$ cat src/rtl/cpu_mem_pkg.sv
// Shared definitions for the unified-memory port logic of the 5-stage core:
// response-owner encoding and the "no bytes written" enable pattern.
package cpu_mem_pkg;

    typedef enum logic [1:0] {
        IDLE   = 2'd0,
        WAIT_I = 2'd1,
        WAIT_D = 2'd2
    } owner_t;

    localparam logic [3:0] WEN_NONE = 4'b0000;

endpackage

$ cat src/rtl/arb_starve_counter.sv
// Counts consecutive data wins against a waiting fetch and raises force_i once
// the fetch has lost STARVE_MAX times in a row.
module arb_starve_counter #(
    parameter int STARVE_MAX = 4
) (
    input  logic clk,
    input  logic reset,
    input  logic i_req,
    input  logic i_gnt,
    input  logic d_gnt,
    output logic force_i
);

    localparam logic [3:0] CNT_MAX = 4'(STARVE_MAX);

    logic [3:0] cnt_reg;
    logic [3:0] cnt_next;

    always_comb begin
        cnt_next = cnt_reg;
        // Any fetch win, or fetch no longer waiting, ends the losing streak.
        if (i_gnt || !i_req) begin
            cnt_next = 4'd0;
        end else if (d_gnt && (cnt_reg != CNT_MAX)) begin
            cnt_next = cnt_reg + 4'd1;
        end
    end

    always_ff @(posedge clk or posedge reset) begin
        if (reset) begin
            cnt_reg <= 4'd0;
        end else begin
            cnt_reg <= cnt_next;
        end
    end

    assign force_i = (cnt_reg == CNT_MAX);

endmodule

$ cat src/rtl/sram_port_arbiter.sv
// Shares one single-ported synchronous SRAM between fetch and load/store,
// data-first with starvation relief, and steers each read return to its issuer.
module sram_port_arbiter
    import cpu_mem_pkg::*;
#(
    parameter int ADDR_W     = 32,
    parameter int DATA_W     = 32,
    parameter int STARVE_MAX = 4
) (
    input  logic              clk,
    input  logic              reset,
    input  logic              i_req,
    input  logic [ADDR_W-1:0] i_addr,
    output logic              i_gnt,
    output logic              i_rvalid,
    output logic [DATA_W-1:0] i_rdata,
    input  logic              d_req,
    input  logic [3:0]        d_wen,
    input  logic [ADDR_W-1:0] d_addr,
    input  logic [DATA_W-1:0] d_wdata,
    output logic              d_gnt,
    output logic              d_rvalid,
    output logic [DATA_W-1:0] d_rdata,
    output logic              sram_en,
    output logic [3:0]        sram_wen,
    output logic [ADDR_W-1:0] sram_addr,
    output logic [DATA_W-1:0] sram_wdata,
    input  logic [DATA_W-1:0] sram_rdata,
    output logic              port_stall
);

    owner_t state_reg;
    owner_t state_next;
    logic   force_i;

    arb_starve_counter #(
        .STARVE_MAX(STARVE_MAX)
    ) u_starve (
        .clk     (clk),
        .reset   (reset),
        .i_req   (i_req),
        .i_gnt   (i_gnt),
        .d_gnt   (d_gnt),
        .force_i (force_i)
    );

    // Grants are suppressed for the whole time reset is held.
    always_comb begin
        i_gnt = 1'b0;
        d_gnt = 1'b0;
        if (!reset) begin
            if (i_req && (!d_req || force_i)) begin
                i_gnt = 1'b1;
            end else if (d_req) begin
                d_gnt = 1'b1;
            end
        end
    end

    assign port_stall = !reset && ((i_req && !i_gnt) || (d_req && !d_gnt));

    always_comb begin
        sram_en    = i_gnt | d_gnt;
        sram_wen   = WEN_NONE;
        sram_addr  = '0;
        sram_wdata = '0;
        if (d_gnt) begin
            sram_wen   = d_wen;
            sram_addr  = d_addr;
            sram_wdata = d_wdata;
        end else if (i_gnt) begin
            sram_addr  = i_addr;
        end
    end

    // Owner of next cycle's SRAM read data; writes return nothing.
    always_comb begin
        state_next = IDLE;
        if (i_gnt) begin
            state_next = WAIT_I;
        end else if (d_gnt && (d_wen == WEN_NONE)) begin
            state_next = WAIT_D;
        end
    end

    always_ff @(posedge clk or posedge reset) begin
        if (reset) begin
            state_reg <= IDLE;
        end else begin
            state_reg <= state_next;
        end
    end

    always_comb begin
        i_rvalid = 1'b0;
        i_rdata  = '0;
        d_rvalid = 1'b0;
        d_rdata  = '0;
        case (state_reg)
            WAIT_I: begin
                i_rvalid = 1'b1;
                i_rdata  = sram_rdata;
            end
            WAIT_D: begin
                d_rvalid = 1'b1;
                d_rdata  = sram_rdata;
            end
            default: ;
        endcase
    end

endmodule

$ cat config.mk
export PLATFORM = sky130hd
export DESIGN_NAME = sram_port_arbiter
export DESIGN_NICKNAME = d
export VERILOG_FILES = /design/src/rtl/cpu_mem_pkg.sv /design/src/rtl/arb_starve_counter.sv /design/src/rtl/sram_port_arbiter.sv
export SDC_FILE = /design/constraint.sdc
export NUM_CORES = 1
export LEC_CHECK = 0
export ABC_AREA = 1
export BUFFER_PORTS_ARGS = -buffer_cell sky130_fd_sc_hd__buf_2
export CAP_MARGIN = 30
export CORE_AREA = 2 2 107 109
export DETAILED_ROUTE_END_ITERATION = 8
export DIE_AREA = 0 0 109 111
export PLACE_DENSITY = 0.52
export SLEW_MARGIN = 20
export SYNTH_ARGS = -nofsm -noshare
export SYNTH_HDL_FRONTEND = slang
export SYNTH_SLANG_ARGS = --single-unit
export TNS_END_PERCENT = 1
$ cat constraint.sdc
create_clock -name clk -period 4 [get_ports clk]
set_input_delay 0.4 -clock clk [delete_from_list [all_inputs] [get_ports clk]]
set_output_delay 0.4 -clock clk [all_outputs]
set_load 0.05 [all_outputs]
### Word level (Yosys, flattened, before mapping)

Index checks and enable logic that the tools add are counted.

| storage, ports and cells | value |
|---|---|
| output and inout port bits | 138 |
| register bits after elaboration | 6 |
| logic and storage cells | 41 |

| cells by class | value |
|---|---|
| muxes and demuxes | 17 |
| add/sub/neg operators | 1 |
| reduce and logical (&&, ||, !) cells | 16 |
| eq/ne operators | 4 |
| bitwise operators | 1 |

Operator list:

| cell | count |
|---|---|
| 2-to-1 mux 32 bit | 5 |
| 2-to-1 mux 4 bit | 3 |
| 2-to-1 mux 1 bit | 7 |
| logical AND 1 bit | 6 |
| logical NOT 1 bit | 5 |
| adder 4 x 1 -> 4 bit (second input constant) | 1 |
| equality test 4 x 3 -> 1 bit (second input constant) | 1 |
| logical NOT 4 bit | 1 |
| 2-to-1 mux 2 bit | 2 |
| inequality test 4 x 3 -> 1 bit (second input constant) | 1 |
| logical OR 1 bit | 3 |
| equality test 2 x 1 -> 1 bit (second input constant) | 1 |
| equality test 2 bit (second input constant) | 1 |
| nonzero test 2 bit | 1 |
| OR 1 bit | 1 |

### Longest topological paths before layout

Gate-level depths: netlist (run 1).

| logic depth | value |
|---|---|
| word-level depth | 9 |
| depth in mapped cells | 9 |
| depth with buffers taken out | 8 |

### By module

A second synthesis (run 1) with hierarchy kept.

| second synthesis, totals | value |
|---|---|
| cell total of the unflattened synthesis | 345 |
| area, all modules | 1749.2 um2 |

Modules (own cells, without submodules):

| module | area an instance (um2) | cells each | times used |
|---|---|---|---|
| sram_port_arbiter | 1490.2 | 311 | 1 |
| arb_starve_counter | 259.0 | 34 | 1 |

### Least setup slack after synthesis (run 1)

Ideal clock, no wire load.

| path | value |
|---|---|
| path type | register -> output |
| start | reg state_reg[1] |
| end | out i_rdata[10] |
| arrival | 2167 ps |
| required time | 3600 ps |
| path buffers | 1 |
| path slack | 1433 ps |
| cell stages (with the launch flop) | 5 |
| cells stage by stage | dfrtp_1 nor2_1 inv_1 clkbuf_1 nor2_1 |

| between the ends | value |
|---|---|
| longest elaborated chain between the ends | 2 |

Ends and longest elaborated chain:

| element | line | RTL |
|---|---|---|
| from (decl) | sram_port_arbiter.sv:32 | `owner_t state_reg;` |
| from (signal assigned) | sram_port_arbiter.sv:90 | `state_reg <= state_next;` |
| equality test 2 x 1 -> 1 bit | sram_port_arbiter.sv:99 | `case (state_reg)` |
| 2-to-1 mux 32 bit | sram_port_arbiter.sv:99 |  |
| to (decl) | sram_port_arbiter.sv:16 | `output logic [DATA_W-1:0] i_rdata,` |

Every way passes these cells.

### Worst setup path after layout (run 1)

| path | value |
|---|---|
| start | reg u_starve.cnt_reg[0] |
| end | out sram_wdata[11] |

| between the ends | value |
|---|---|
| longest elaborated chain between the ends | 6 |

Ends and longest elaborated chain:

| element | line | RTL |
|---|---|---|
| from (decl) | arb_starve_counter.sv:16 | `logic [3:0] cnt_reg;` |
| from (signal assigned) | arb_starve_counter.sv:33 | `cnt_reg <= cnt_next;` |
| equality test 4 x 3 -> 1 bit | arb_starve_counter.sv:37 | `assign force_i = (cnt_reg == CNT_MAX);` |
| logical OR 1 bit | sram_port_arbiter.sv:52 | `if (i_req && (!d_req \|\| force_i)) begin` |
| logical AND 1 bit | sram_port_arbiter.sv:52 |  |
| 2-to-1 mux 1 bit | sram_port_arbiter.sv:52 |  |
| 2-to-1 mux 1 bit | sram_port_arbiter.sv:51 | `if (!reset) begin` |
| 2-to-1 mux 32 bit | sram_port_arbiter.sv:67 | `if (d_gnt) begin` |
| to (decl) | sram_port_arbiter.sv:27 | `output logic [DATA_W-1:0] sram_wdata,` |

Every way passes these cells.

==> key figures, run 1 <==
Outcome
  – Status: finished clean

Finish
  – Commonest non-fill, non-tap cell in the layout: buf_2
  – Commonest non-fill, non-tap cells in the layout: 273 x buf_2, 104 x nor2_1, 78 x inv_1
  – Final nets: 734
  – Util after Layout: 27.8%
  – Max reg flops: 4
  – Synth-to-Final Area Change: 100%
  – FF/Latch Area: 150 µm²
  – Share of cells above drive strength 1: 47.8%
  – Diodes inserted: 0
  – Multi-input gate area: 966 µm²
  – FILL cells: 1,291

Route
  – DR vias: 2,761
  – Initial DRT Pass Iterations: 4
  – Remaining antenna violation count: 0
  – Avg WL per Cell: 9.87 µm
  – Vias/cell: 3.75
  – Met3 routed WL: 728 µm
  – Routed WL: 7280 µm
  – WL met1: 2720 µm
  – Uppermost routed layer: met4
  – DR iter-0 viols: 95
  – DR WL met2: 3790 µm
  – DRC: 0

Synthesis
  – Sequential element share of the synthesized area: 9.76%
  – Avg Synthesized Cell Area: 4.58 µm²
  – FF+latch count, synth: 6
  – Synth Warn #: 0
  – Mapped cell area: 1540 µm²
  – Post-synth net total: 474
  – Yosys cell types: 20
  – Synth Instances: 336

Pwr
  – Switching Fraction: 49.5%
  – Sw Pwr: 285 µW
  – VDD IR-drop max: 0.148 mV
  – Power per cell area: 187 nW/µm²
  – Register share of total power: 11.1%
  – Clock network power share: 27.8%
  – Logic gate share of total power: 61.1%
  – Pint: 291 µW
  – LEAKAGE: 2.40 nW

STA
  – Clk_skew: 0.00307 ns
  – Slew headroom: 52.3%
  – Final hold vios: 0
  – Final cycle utilization of the critical path: 76.9%
  – Worst-margin pin slew: 0.713 ns
  – Fmax: 325 MHz
  – Min Clock Period, post-route: 3.08 ns
  – Final TNS setup: 0 ns
  – Slew Viols, Final: 0
  – Unrepaired setup endpoints after global routing: no
  – Setup violators final: 0

GRT
  – First-pass GRT wire length: 10,500 µm
  – Initial antenna violation count: 0
  – Largest net degree at the start of global routing: 40
  – Vias in the first global route: 2,370
  – Total Routing Usage GR: 10.6%
  – Total gr overflow: 0

Clock network
  – CTS H-tree lvls: 1
  – CTS Buffer Depth: 2
  – CTS tree: yes
  – Post-CTS Setup Inserts: 0
  – CTS sink cnt: 6
  – Cts bufs inserted: 3
  – Clk_lat worst skew: 0.23 ns
  – Worst-path clk slew: 0.03 ns
  – Hold buffers post-CTS: 0
  – Post_cts resized: 0
  – CTS root buffer: clkbuf_16

Floorplan
  – Core Region: 11,100 µm²
  – Die area: 12,100 µm²
  – Die X-Extent: 109 µm
  – Die Y: 111 µm
  – Starting Density: 13.9%
  – Row cnt: 39
  – Top-Level Pins: 274

Setup path
  – Top cell family by delay on the critical path: simple AND/OR/NAND/NOR gates
  – CP Capture Type: output pin
  – CP Max Fanout: 39
  – Crit path kind: reg2out
  – WP buf/inv: 2
  – Slowest-stage cell, CP: nand2_2
  – CP most frequent cell: nand2_2
  – CP cell instances: inv_1 > ha_1 > nand3_2 > nand2_1 > nand2_2 > nand2_2 > nor2_1 > buf_2
  – Arr. time, crit path: 2.68 ns
  – Critical path required time: 3.60 ns
  – CP max stage delay: 0.57 ns
  – Startpoint types: register

Run
  – Max-cap violations: 0

Place
  – I/O Buffers: 273
  – Placer Congestion: 0.735
  – HPWL Detailed: 6060 µm

Hold path
  – Worst hold path type: in2async
-- cell families (layout without fill, tap and decap cells) --
| kind of cell | count (synthesis) | after routing | synth area share, % |
|---|---|---|---|
| compound gates | 3 | 3 | 0.976 |
| xor+xnor | 1 | 1 | 0.570 |
| fa+ha+maj | 2 | 2 | 1.63 |
| buf+inv | 100 | 358 | 27.4 |
| flops | 6 | 6 | 9.76 |
| simple gates | 224 | 224 | 59.6 |
-- per-stage QoR --
| step | total power, mW | area (µm²) | worst slack, ns | cells | hold slack [ns] |
|---|---|---|---|---|---|
| after floorplan | 0.303 | 1540 | 1.43 | 336 | 0.388 |
| after global placement | 0.416 | 2970 | 1.16 | 732 | 0.458 |
| after detailed placement | 0.418 | 3010 | 1.14 | 734 | 0.444 |
| after CTS | 0.583 | 3080 | 0.902 | 737 | 0.206 |
| after global routing | 0.608 | 3080 | 0.662 | 737 | 0.229 |
| final | 0.576 | 3080 | 0.925 | 737 | 0.202 |
-- routing by layer --
metal  global-route usage, %  vias up
li1                        -     1476
met1                    10.9     1120
met2                    21.4      159
met3                    2.53        6
met4                    1.71        0
met5                       0        -
-- cell usage after synthesis --
cell type | instances | share of area, %
buf_6 | 5 | 3.7
ha_1 | 2 | 1.6
inv_1 | 78 | 19
nand2_2 | 2 | 0.81
a21oi_1 | 2 | 0.65
inv_2 | 1 | 0.24
buf_2 | 6 | 2.0
nor2_1 | 104 | 25
nand2_1 | 74 | 18
xor2_1 | 1 | 0.57
dfrtp_1 | 6 | 9.8
nand4_1 | 4 | 1.6
clkbuf_2 | 1 | 0.33
buf_1 | 1 | 0.24
nor3_1 | 1 | 0.33
clkbuf_1 | 8 | 2.0
nand3_1 | 37 | 12
o21ai_0 | 1 | 0.33
nor2_4 | 1 | 0.73
nand3_2 | 1 | 0.65
-- power groups by stage --
stage	clock network, mW	registers [mW]	logic (mW)
floorplan	0	0.0642	0.238
global placement	0	0.0644	0.352
detailed placement	0	0.0644	0.354
CTS	0.164	0.0637	0.355
global route	0.166	0.0638	0.378
finish	0.160	0.0637	0.352
-- path summary, 6_finish.rpt --
path	from	to	slack, ns	cells after the start
worst min-delay path	reset	u_starve.cnt_reg[3]$_DFFE_PP0P_	0.20	2
worst max register to register	u_starve.cnt_reg[0]$_DFFE_PP0P_	state_reg[1]$_DFF_PP0_	1.76	7
worst min register to register	u_starve.cnt_reg[3]$_DFFE_PP0P_	u_starve.cnt_reg[3]$_DFFE_PP0P_	0.55	2
min in group clk	d_wen[2]	state_reg[1]$_DFF_PP0_	0.48	4
max in group asynchronous	reset	state_reg[1]$_DFF_PP0_	3.55	2
worst max-delay path	u_starve.cnt_reg[0]$_DFFE_PP0P_	sram_wdata[11]	0.92	8
-- final cells by class --
| class | count | area share (%) |
|---|---|---|
| flip-flops and latches | 6 | 4.87 |
| inverters | 79 | 9.62 |
| multi-input cells | 230 | 31.3 |
| repair buffers | 276 | 45.9 |
| well taps | 143 | 5.80 |
| clock buffers | 3 | 2.44 |
Note: power is estimated with default switching activity, not from simulation.
==> inputs of run 2 (changes only) <==
Settings changed: ABC_AREA 1 to 0, CORE_AREA 2 2 107 109 to 2 2 105 107, DIE_AREA 0 0 109 111 to 0 0 107 109.
Clock period 4 ns to 2.9 ns, I/O delays scaled along.
==> key figures, run 2 <==
Outcome
  – Status: finished clean

Setup path
  – Reg2reg path depth: 5 (-2)
  – Startpoint types: register
  – Critical path required time: 2.61 ns (-0.99 ns)
  – R2r setup slk: 1.25 ns (-0.51 ns)
  – CP Capture Type: output pin
  – CP Max Fanout: 35 (-10%)
  – Arr. time, crit path: 2.17 ns (-0.51 ns)
  – Crit path kind: reg2out

Place
  – HPWL Detailed: 6930 µm (+14%)
  – Placer Congestion: 0.793 (+7.8%)
  – I/O Buffers: 273 (unchanged)

STA
  – Worst-margin pin slew: 0.356 ns (-0.357 ns)
  – Clk_skew: 0.000803 ns (-0.00226 ns)
  – Setup violators final: 0 (unchanged)
  – WHS: 0.0627 ns (-0.139 ns)
  – Slew headroom: 76.3% (+24 points)
  – Final hold vios: 0 (unchanged)
  – Slew Viols, Final: 0 (unchanged)
  – Final cycle utilization of the critical path: 84.7%
  – Min Clock Period, post-route: 2.46 ns
  – Unrepaired setup endpoints after global routing: no
  – Final TNS setup: 0 ns (unchanged)
  – Fmax: 407 MHz

Synthesis
  – Yosys cell types: 28 (+40%)
  – Yosys top cell area share: 45.3% (+20 points)
  – Synth Warn #: 0 (unchanged)
  – Cell taking the most area after synthesis: and2_1
  – Synth Instances: 188 (-44%)
  – Count leader, synth: and2_1
  – FF+latch count, synth: 6 (unchanged)
  – Avg Synthesized Cell Area: 7.42 µm² (+62%)
  – Mapped cell area: 1400 µm² (-9.3%)
  – EDFF count, synth: 0 (unchanged)
  – Sequential element share of the synthesized area: 10.8% (+1.0 points)
  – Synth area leaders: and2_1 45%, a22o_1 16%, dfrtp_1 11%
  – Async SR Flop Fraction: 100% (unchanged)
  – Post-synth net total: 326 (-31%)
  – Synth Flop Type: dfrtp_1
  – Synth top cells by count: 101 x and2_1, 25 x a22o_1, 8 x clkbuf_1

Clock network
  – CTS sink cnt: 6 (unchanged)
  – Post_cts resized: 0 (unchanged)
  – CTS H-tree lvls: 1 (unchanged)
  – Cts bufs inserted: 3 (unchanged)
  – Clk_lat worst skew: 0.22 ns (about the same)
  – CTS root buffer: clkbuf_8
  – Post-CTS Setup Inserts: 0 (unchanged)
  – CTS Buffer Depth: 2 (unchanged)
  – Hold buffers post-CTS: 0 (unchanged)
  – Worst-path clk slew: 0.03 ns (about the same)
  – CTS tree: yes

Finish
  – Commonest non-fill, non-tap cell in the layout: buf_2
  – Diodes inserted: 0 (unchanged)
  – FILL cells: 1,163 (-9.9%)
  – Commonest non-fill, non-tap cells in the layout: 273 x buf_2, 101 x and2_1, 25 x a22o_1
  – Synth-to-Final Area Change: 111%
  – Share of cells above drive strength 1: 65.0% (+17 points)
  – Final nets: 592 (-19%)
  – Max reg flops: 4 (unchanged)

Route
  – Initial DRT Pass Iterations: 4 (unchanged)
  – DR WL met2: 4250 µm (+12%)
  – DR vias: 2,378 (-14%)
  – Vias/cell: 4.02 (+7.2%)
  – Remaining antenna violation count: 0 (unchanged)
  – DRC: 0 (unchanged)
  – DR iter-0 viols: 75 (-21%)
  – WL met1: 2680 µm (-1.4%)
  – Uppermost routed layer: met4
  – Met3 routed WL: 801 µm (+10%)
  – Routed WL: 7780 µm (+6.9%)
  – Avg WL per Cell: 13.1 µm (+33%)

Floorplan
  – Die Y: 109 µm (-1.8%)
  – Starting Density: 13.2% (-0.72 points)
  – Top-Level Pins: 274 (unchanged)
  – Die X-Extent: 107 µm (-1.8%)
  – Row cnt: 38 (-2.6%)
  – Core Region: 10,600 µm² (-4.3%)
  – Die area: 11,700 µm² (-3.6%)

GRT
  – Initial antenna violation count: 0 (unchanged)
  – Total gr overflow: 0 (unchanged)
  – Largest net degree at the start of global routing: 72 (+80%)
  – First-pass GRT wire length: 10,400 µm (-0.99%)
  – Vias in the first global route: 2,114 (-11%)
  – Total Routing Usage GR: 11.3% (+0.65 points)

Hold path
  – Worst hold path type: in2async

Pwr
  – LEAKAGE: 1.88 nW (-21%)
  – Sw Pwr: 375 µW (+31%)
  – Pint: 330 µW (+14%)
  – Switching Fraction: 53.2% (+3.7 points)
  – Logic gate share of total power: 70.6% (+9.5 points)
  – Register share of total power: 12.4% (+1.3 points)
  – Clock network power share: 17.0% (-11 points)
  – VDD IR-drop max: 0.101 mV (-32%)
  – Power per cell area: 240 nW/µm² (+28%)

Run
  – Max-cap violations: 0 (unchanged)
-- run 2: cell count changes after synthesis, sizes merged, moves of 2 or more --
cell	change
nor2	-103
and2	+101
nand2	-75
inv	-73
nand3	-36
a22o	+32
buf	-5
nand4	-4
nor2b	+3
a21oi	+2
-- run 2: path summary, 6_finish.rpt --
check	endpoint	startpoint
worst max-delay path	sram_addr[1]	u_starve.cnt_reg[0]$_DFFE_PP0P_
worst min register to register	u_starve.cnt_reg[0]$_DFFE_PP0P_	u_starve.cnt_reg[0]$_DFFE_PP0P_
worst min-delay path	state_reg[0]$_DFF_PP0_	reset
worst max register to register	u_starve.cnt_reg[3]$_DFFE_PP0P_	u_starve.cnt_reg[0]$_DFFE_PP0P_
min in group clk	state_reg[1]$_DFF_PP0_	d_wen[0]
max in group asynchronous	u_starve.cnt_reg[3]$_DFFE_PP0P_	reset
-- run 2: layout make-up --
class / count / area [µm²] / area share [%]
multi-input cells: 160 / 1140 / 38.8
repair buffers: 277 / 1410 / 47.9
well taps: 140 / 175 / 5.96
flip-flops and latches: 6 / 150 / 5.11
clock buffers: 3 / 41.3 / 1.40
inverters: 6 / 22.5 / 0.766
-- run 2: stage by stage --
stage / std cells / instance area (µm²) / power, mW / util, % / setup WS (ns)
after floorplan: 188 / 1400 / 0.411 / - / 0.707
after global placement: 589 / 2900 / 0.587 / 27.3 / 0.713
after detailed placement: 589 / 2900 / 0.591 / 27.3 / 0.653
after CTS: 592 / 2940 / 0.714 / 27.7 / 0.419
after global routing: 592 / 2940 / 0.747 / 27.7 / 0.287
final: 592 / 2940 / 0.705 / 27.7 / 0.445
-- run 2: power by group through the flow --
stage	registers (mW)	clock network, mW	logic [mW]
2_1_floorplan	0.0881	0	0.323
3_3_place_gp	0.0883	0	0.498
3_5_place_dp	0.0883	0	0.502
4_1_cts	0.0873	0.124	0.503
5_1_grt	0.0875	0.133	0.526
6_report	0.0874	0.120	0.498
-- run 2: routing by layer --
| metal | vias up | track usage, % |
|---|---|---|
| li1 | 1161 | - |
| met1 | 1050 | 11.1 |
| met2 | 161 | 23.4 |
| met3 | 6 | 3.77 |
| met4 | 0 | 1.11 |
| met5 | - | 0 |
-- run 2: worst max-delay path, cell delays in order (launching register included) --
cell and delay, ns:
dfrtp_1 0.40, inv_1 0.09, ha_1 0.24, nand3b_4 0.12, a211oi_4 0.23, buf_4 0.36
a22o_1 0.22, buf_2 0.27
-- run 2: cell families after synthesis --
logic type | after synthesis | share of synthesized area, %
flip-flops | 6 | 10.8
buffers and inverters | 22 | 7.98
AND/OR/NAND/NOR | 116 | 52.9
AO/OA/AOI/OAI | 42 | 26.5
adder cells (fa/ha/maj) | 2 | 1.79
